$ cat src/rtl/apu_reg_if.sv
`default_nettype none
// ============================================================================
// Module   : apu_reg_if
// Brief    : CPU register front end for the two APU pulse channels: register
//            bytes, length counters, status read and side-effect strobes.
// Revision : 1.0  initial release
// ============================================================================
module apu_reg_if #(
  parameter int         LEN_W       = 8,
  parameter logic [7:0] UNMAPPED_RD = 8'h00
) (
  input  logic       clk,
  input  logic       rst_n,
  input  logic [4:0] cpu_addr,
  input  logic       cpu_we,
  input  logic [7:0] cpu_wdata,
  input  logic       cpu_re,
  output logic [7:0] cpu_rdata,
  output logic       cpu_rvalid,
  input  logic       half_frame,
  output logic [7:0] p1_r0,
  output logic [7:0] p1_r1,
  output logic [7:0] p1_r2,
  output logic [7:0] p1_r3,
  output logic [7:0] p2_r0,
  output logic [7:0] p2_r1,
  output logic [7:0] p2_r2,
  output logic [7:0] p2_r3,
  output logic       p1_restart,
  output logic       p2_restart,
  output logic       p1_sweep_reload,
  output logic       p2_sweep_reload,
  output logic       p1_active,
  output logic       p2_active
);

  localparam logic [4:0] C_ADDR_P1_SWEEP = 5'h01;
  localparam logic [4:0] C_ADDR_P1_LEN   = 5'h03;
  localparam logic [4:0] C_ADDR_P2_SWEEP = 5'h05;
  localparam logic [4:0] C_ADDR_P2_LEN   = 5'h07;
  localparam logic [4:0] C_ADDR_STATUS   = 5'h15;

  logic [3:0][7:0]  r_p1;
  logic [3:0][7:0]  r_p2;
  logic [1:0]       r_en;
  logic [LEN_W-1:0] r_len1;
  logic [LEN_W-1:0] r_len2;
  logic             r_p1_restart;
  logic             r_p2_restart;
  logic             r_p1_sweep;
  logic             r_p2_sweep;
  logic [7:0]       r_rdata;
  logic             r_rvalid;

  logic             w_wr_p1;
  logic             w_wr_p2;
  logic             w_wr_en;
  logic             w_load1;
  logic             w_load2;
  logic [1:0]       w_en_nxt;
  logic [LEN_W-1:0] w_len1_nxt;
  logic [LEN_W-1:0] w_len2_nxt;
  logic [7:0]       w_status;

  function automatic logic [LEN_W-1:0] len_lut(input logic [4:0] idx);
    logic [7:0] v;
    case (idx)
      5'd0:  v = 8'd10;   5'd1:  v = 8'd254;  5'd2:  v = 8'd20;  5'd3:  v = 8'd2;
      5'd4:  v = 8'd40;   5'd5:  v = 8'd4;    5'd6:  v = 8'd80;  5'd7:  v = 8'd6;
      5'd8:  v = 8'd160;  5'd9:  v = 8'd8;    5'd10: v = 8'd60;  5'd11: v = 8'd10;
      5'd12: v = 8'd14;   5'd13: v = 8'd12;   5'd14: v = 8'd26;  5'd15: v = 8'd14;
      5'd16: v = 8'd12;   5'd17: v = 8'd16;   5'd18: v = 8'd24;  5'd19: v = 8'd18;
      5'd20: v = 8'd48;   5'd21: v = 8'd20;   5'd22: v = 8'd96;  5'd23: v = 8'd22;
      5'd24: v = 8'd192;  5'd25: v = 8'd24;   5'd26: v = 8'd72;  5'd27: v = 8'd26;
      5'd28: v = 8'd16;   5'd29: v = 8'd28;   5'd30: v = 8'd32;  default: v = 8'd30;
    endcase
    return LEN_W'(v);
  endfunction

  // Priority: disable (or still disabled) clears, then load, then halt-gated decrement.
  function automatic logic [LEN_W-1:0] len_next(
    input logic [LEN_W-1:0] cur,
    input logic             en,
    input logic             load,
    input logic [4:0]       idx,
    input logic             halt,
    input logic             tick
  );
    if (!en)
      return '0;
    else if (load)
      return len_lut(idx);
    else if (tick && !halt && (cur != '0))
      return cur - LEN_W'(1);
    else
      return cur;
  endfunction

  assign w_wr_p1  = cpu_we && (cpu_addr[4:2] == 3'b000);
  assign w_wr_p2  = cpu_we && (cpu_addr[4:2] == 3'b001);
  assign w_wr_en  = cpu_we && (cpu_addr == C_ADDR_STATUS);
  assign w_load1  = cpu_we && (cpu_addr == C_ADDR_P1_LEN);
  assign w_load2  = cpu_we && (cpu_addr == C_ADDR_P2_LEN);
  assign w_en_nxt = w_wr_en ? cpu_wdata[1:0] : r_en;

  // Halt bits come from the registered r0, so a same-cycle r0 write does not affect this tick.
  assign w_len1_nxt = len_next(r_len1, w_en_nxt[0], w_load1, cpu_wdata[7:3], r_p1[0][5], half_frame);
  assign w_len2_nxt = len_next(r_len2, w_en_nxt[1], w_load2, cpu_wdata[7:3], r_p2[0][5], half_frame);

  assign p1_active = (r_len1 != '0);
  assign p2_active = (r_len2 != '0);
  assign w_status  = {6'b0, p2_active, p1_active};

  always_ff @(posedge clk or negedge rst_n) begin
    if (!rst_n) begin
      r_p1         <= '0;
      r_p2         <= '0;
      r_en         <= '0;
      r_len1       <= '0;
      r_len2       <= '0;
      r_p1_restart <= 1'b0;
      r_p2_restart <= 1'b0;
      r_p1_sweep   <= 1'b0;
      r_p2_sweep   <= 1'b0;
      r_rdata      <= '0;
      r_rvalid     <= 1'b0;
    end else begin
      if (w_wr_p1) r_p1[cpu_addr[1:0]] <= cpu_wdata;
      if (w_wr_p2) r_p2[cpu_addr[1:0]] <= cpu_wdata;
      r_en         <= w_en_nxt;
      r_len1       <= w_len1_nxt;
      r_len2       <= w_len2_nxt;
      r_p1_restart <= w_load1;
      r_p2_restart <= w_load2;
      r_p1_sweep   <= cpu_we && (cpu_addr == C_ADDR_P1_SWEEP);
      r_p2_sweep   <= cpu_we && (cpu_addr == C_ADDR_P2_SWEEP);
      r_rvalid     <= cpu_re;
      if (cpu_re)
        r_rdata <= (cpu_addr == C_ADDR_STATUS) ? w_status : UNMAPPED_RD;
    end
  end

  assign p1_r0           = r_p1[0];
  assign p1_r1           = r_p1[1];
  assign p1_r2           = r_p1[2];
  assign p1_r3           = r_p1[3];
  assign p2_r0           = r_p2[0];
  assign p2_r1           = r_p2[1];
  assign p2_r2           = r_p2[2];
  assign p2_r3           = r_p2[3];
  assign p1_restart      = r_p1_restart;
  assign p2_restart      = r_p2_restart;
  assign p1_sweep_reload = r_p1_sweep;
  assign p2_sweep_reload = r_p2_sweep;
  assign cpu_rdata       = r_rdata;
  assign cpu_rvalid      = r_rvalid;

endmodule
`default_nettype wire

$ cat config.mk
export PLATFORM = sky130hd
export DESIGN_NAME = apu_reg_if
export DESIGN_NICKNAME = d
export VERILOG_FILES = /design/src/rtl/apu_reg_if.sv
export SDC_FILE = /design/constraint.sdc
export NUM_CORES = 1
export LEC_CHECK = 0
export CAP_MARGIN = 20
export CELL_PAD_IN_SITES_DETAIL_PLACEMENT = 0
export CELL_PAD_IN_SITES_GLOBAL_PLACEMENT = 1
export CORE_MARGIN = 2
export CORE_UTILIZATION = 31
export DETAILED_ROUTE_END_ITERATION = 6
export MAX_ROUTING_LAYER = met4
export PLACE_DENSITY = 0.65
export SYNTH_ARGS = -nofsm -noshare
export SYNTH_HDL_FRONTEND = slang
export SYNTH_SLANG_ARGS = --single-unit
$ cat constraint.sdc
create_clock -name clk -period 2.37 [get_ports clk]
set_clock_uncertainty 0.1 [all_clocks]
set_input_delay 0.474 -clock clk [delete_from_list [all_inputs] [get_ports clk]]
set_output_delay 0.474 -clock clk [all_outputs]
set_load 0.05 [all_outputs]
== After elaboration in Yosys (flattened, before gate mapping) ==
Memories as Yosys holds them, arrays and structs flattened.
Index checks and enable logic that the tools add are counted.

* Mux-type cells: 12
* Equal/unequal tests: 8
* Magnitude comparators: 2
* Reductions and logical operators: 17
* Add/sub/neg operators: 2

{| class="wikitable"
|+ Operators by type and width
! operator !! count
|-
| 32-bit bitwise mux || 2
|-
| 8-bit two-way mux || 7
|-
| 8-bit demux with 2-bit select || 1
|-
| 8-bit nonzero test || 2
|-
| 8-bit by 1-bit subtractor with 8-bit output, second input constant || 2
|-
| 1-bit logical AND || 12
|-
| 5-bit by 3-bit equality test with 1-bit output, second input constant || 2
|-
| 3-bit by 2-bit inequality test with 1-bit output, second input constant || 2
|-
| 5-bit by 1-bit equality test with 1-bit output, second input constant || 1
|-
| 5-bit by 2-bit equality test with 1-bit output, second input constant || 1
|-
| 5-bit equality test, second input constant || 1
|-
| 2-bit two-way mux || 2
|-
| 3-bit by 1-bit equality test with 1-bit output, second input constant || 1
|-
| 3-bit zero test || 1
|-
| 2-bit by 3-bit less-than comparator with 1-bit output, second input constant || 1
|-
| 2-bit by 1-bit greater-or-equal comparator with 1-bit output, second input constant || 1
|-
| 1-bit zero test || 2
|}

* Logic and storage cells: 60
* ROM bits: 448
* Memories: 2
* Output and inout port bits: 79
* Bits of input ports: 18
* Bits in registers: 95

{| class="wikitable"
|+ Memories
! name !! depth !! width !! rd ports !! clocked after memory_dff !! wr ports !! RTL line !! RTL
|-
| (no name shown) || 32 || 7 || 1 || 0 || 0 || 67 || <nowiki>case (idx)</nowiki>
|-
| (no name shown) || 32 || 7 || 1 || 0 || 0 || 67 ||
|}

== Logic depth before layout (Yosys ltp) ==
* Depth in word-level cells: 6
* Gate-level depth with buffers: 6
* Gate-level depth less buffers: 6

== Least setup slack after synthesis ==
Ideal clock, no wire load.

* Path type: register to output
* Start point: register r_len2[0]
* End point: output port p2_active
* Stages on the path, launching flop included: 5
* Buffers on the path: 0
* Slack: 0.349 ns
* Data arrival time: 1.447 ns
* Required time: 1.796 ns
* Cells stage by stage: dfrtp_1 > inv_1 > ha_1 > nor4b_2 > nand2_1

* Cells in the longest elaborated chain, start to end: 1

{| class="wikitable"
|+ Ends and longest elaborated chain
! element !! RTL line !! RTL
|-
| from (decl) || 47 || <nowiki>logic [LEN_W-1:0] r_len2;</nowiki>
|-
| from (signal assigned) || 132 || <nowiki>r_len2 <= w_len2_nxt;</nowiki>
|-
| 8-bit nonzero test || 111 || <nowiki>assign p2_active = (r_len2 != '0);</nowiki>
|-
| to (decl) || 34 || <nowiki>output logic p2_active</nowiki>
|}

No other way between the ends.

== Worst setup path after layout ==
* Start point: register r_len1[0]
* End point: output port p1_active

* Cells in the longest elaborated chain, start to end: 1

{| class="wikitable"
|+ Ends and longest elaborated chain
! element !! RTL line !! RTL
|-
| from (decl) || 46 || <nowiki>logic [LEN_W-1:0] r_len1;</nowiki>
|-
| from (signal assigned) || 131 || <nowiki>r_len1 <= w_len1_nxt;</nowiki>
|-
| 8-bit nonzero test || 110 || <nowiki>assign p1_active = (r_len1 != '0);</nowiki>
|-
| to (decl) || 33 || <nowiki>output logic p1_active,</nowiki>
|}

No other way between the ends.

==> metrics.md <==
| Metric | Value |
|---|---|
| Clk network pwr share | `28.6%` |
| Die area | `15000 µm²` |
| Synth Area per Inst | `10.91 µm²` |
| Post-Syn Instances | `399` |
| DP Area | `around 5600 µm²` |
| Layout area overhead | `37.38%` |
| CP Data Arrival Time | `1660 ps` |
| Worst vdd ir | `between 600 and 700 µV` |
| Max-slew violations | `0` |
| Placed cells | `676` |
| Routed WL | `11.78 mm` |
| Sequential Power Share | `35.2%` |
| Register clock-pin slew on the reported worst setup and hold paths | `70 ps` |
| Vias in the first global route | `3544` |
| Reg-to-reg endpoint | `r_len1[1]` |
| Critical Path Sink | `p1_active` |
| CP startpoint | `r_len1[0]` |
| Final hold vios | `0` |
| Logic gate share of total power | `36.2%` |
| Leading post-synthesis cells by cell area | `dfrtp_1, mux2_2, nand2_1` |
| Slew HR | `63.22%` |
| Port Buffers | `90` |
| Util after Layout | `43.40%` |
| Synth top area share | `slightly above 50%` |
| Final setup fails | `0` |
| FP Rows | `43` |
| CTS tree | `built` |
| Count of yosys warnings during synthesis | `0` |
| Via Count | `3327` |
| PD cells | `about 900 nW/µm²` |
| Synth async-reset ratio | `100.0%` |
| GR Util All Layers | `17.25%` |
| DP HPWL | `between 8 and 9 mm` |
| Fill cell count | `1362` |
| Leading cell types in the layout, fill and taps excluded | `dfrtp_1, clkdlybuf4s50_1, nand2_1` |
| Core Area | `approximately 14000 µm²` |
| Footprint of the multi-input gates | `1953 µm²` |
| Fmax | `0.4470 GHz` |
| Antenna cell count | `0` |
| Reg2Reg Depth | `7` |
| Setup ws final | `roughly 130 ps` |
| Type of the worst min-delay path | `register to register` |
| Clock buffer depth | `2` |
| DR WL/cell | `16.97 µm` |
| Internal | `0.003340 W` |
| Distinct cells, synth | `54` |
| Worst Setup Start Kind | `register` |
| Crit. End Element | `output pin` |
| Worst-skew pair later-pin latency | `350 ps` |
| Mean number of vias per cell | `4.794` |
| Clk root buf | `clkbuf_16` |
| Worst-Margin Slew | `roughly 550 ps` |
| Design Area, Final | `around 6000 µm²` |
| Final period utilization | `94.40%` |
| H-tree depth | `3` |
| Sequential share of the synthesized area | `51.18%` |
| Worst-path fanout max | `5` |
| Final cell count without fillers | `slightly below 700` |
| Post-synth EDFFs | `0` |
| Height of the die | `122.5 µm` |
| Switching Fraction | `between 30% and 40%` |
| P_leak | `2.695 nW` |
| Top_reg_cell synth | `dfrtp_1` |
| Initial antenna violation count | `0` |
| Total Nets Final | `535` |
| # Max-Cap Violations | `0` |
| Status | `finished clean` |
| Register-to-register setup slack | `~360 ps` |
| P_sw | `0.002029 W` |
| First-pass GRT wire length | `18.93 mm` |
| CP Data Required Time | `1800 ps` |
| Routability Congestion | `0.8551` |
| Commonest non-fill, non-tap cell in the layout | `dfrtp_1` |
| Post-synthesis cell area | `4352 µm²` |
| FF+latch area | `2227 µm²` |
| # IOs | `97` |
| Cts bufs inserted | `9` |
| Post-DRT Antenna Nets | `0` |
| Layout cell share with drive strength beyond 1 | `22.57%` |
| R2R Path Start | `r_len1[0]` |
| Initial core utilization | `31.60%` |
| Gr ovfl total | `0` |
| Min Tclk post-route | `2237 ps` |
| Area leader, netlist | `dfrtp_1` |
| # clock sinks | `89` |
| Pre-CTS setup slack | `-37.42 ps` |
| DR pass1 iterations | `4` |
| Setup_tns | `0 ps` |
| Unrepaired setup endpoints after global routing | `false` |
| CP Class | `register to output pin` |
| Initial DRC count | `about 110` |
| DRC viols | `0` |
| #FFs+latches synth | `89` |
| Die width | `between 100 and 150 µm` |
| Largest net degree at the start of global routing | `63` |
[critical path, stage by stage (launching register included)]
cell and delay, ps:
dfrtp_1 420, inv_1 80, ha_2 250, nor4b_4 280
nand2_1 80, buf_4 200
[Yosys cell counts, drive strengths merged, types with 2 or more instances]
cell type  number
a2111oi         4
a211o           3
a211oi         12
a21oi          10
a31oi           6
and3            2
and4b           2
buf            11
clkbuf         16
dfrtp          89
ha              8
inv            19
mux2           32
mux2i           7
nand2          65
nand2b          6
nand3           9
nand3b          5
nand4           2
nor2           10
nor2b           7
nor3            9
nor4            2
nor4b           3
o211ai          2
o21ai          27
or2             4
or3             7
or3b            2
or4b            2
xnor2           8
[logic make-up (layout without fill, tap and decap cells)]
group / Yosys count / in the layout / share of synthesized area, %
compound gates: 68 / 68 / 11.67
xor+xnor: 8 / 8 / 1.610
fa+ha+maj: 8 / 8 / 2.300
buf+inv: 46 / 156 / 4.629
flops: 89 / 89 / 51.18
mux: 39 / 39 / 10.47
other cells: 1 / 6 / 0.08617
simple gates: 140 / 140 / 18.06
[timing repair]
item	in CTS	in global routing
setup buffers	1	0
endpoints found under the hold margin	27	0
gates resized for setup	0	2
hold buffers	1	0
endpoints found under the setup margin	1	2
pin swaps	0	0
[power groups by stage]
stage,Sequential [W],Combinational (W),Clock (W)
final,0.00189,0.00194,0.00153
after global routing,0.00192,0.00205,0.00164
after CTS,0.00190,0.00195,0.00158
after detailed placement,0.00192,0.00194,0
after global placement,0.00191,0.00193,0
after floorplan,0.00264,0.000519,0
[layout make-up]
type	instances	share of cell area (%)
clock buffers	12	4.458
clock inverters	4	0.9418
inverters	19	1.193
multi-input cells	269	32.67
flip-flops and latches	89	37.25
well taps	180	3.767
repair buffers	121	19.72
[stage by stage]
stage / hold WS [ps] / power [W]
finish: 379.6 / 0.005368
global route: 404.2 / 0.005616
CTS: 384.7 / 0.005433
global placement: 326.2 / 0.003841
floorplan: 78.41 / 0.003160
detailed placement: 324.9 / 0.003855
[worst min-delay path by stage]
| stage | end | cells after the start | from | slack, ps |
|---|---|---|---|---|
| 3_3_place_gp | cpu_rvalid | 1 | rst_n | 330 |
| 5_1_grt | p2_r3[1] | 2 | p2_r3[1] | 400 |
| 3_5_place_dp | cpu_rvalid | 1 | rst_n | 320 |
| 6_report | p1_r0[6] | 2 | p1_r0[6] | 380 |
| 2_1_floorplan | cpu_rdata[0] | 0 | rst_n | 80 |
| 4_1_cts | p2_r2[4] | 2 | p2_r2[4] | 380 |
[layer usage]
layer	up-vias	track usage (%)	part of all wire, %
met1	1655	21.62	46
met3	6	6.413	6.3
met5	-	-	0
met2	74	26.46	47
li1	1592	-	-
met4	0	4.239	0.90
Note: power is estimated with default switching activity, not from simulation.
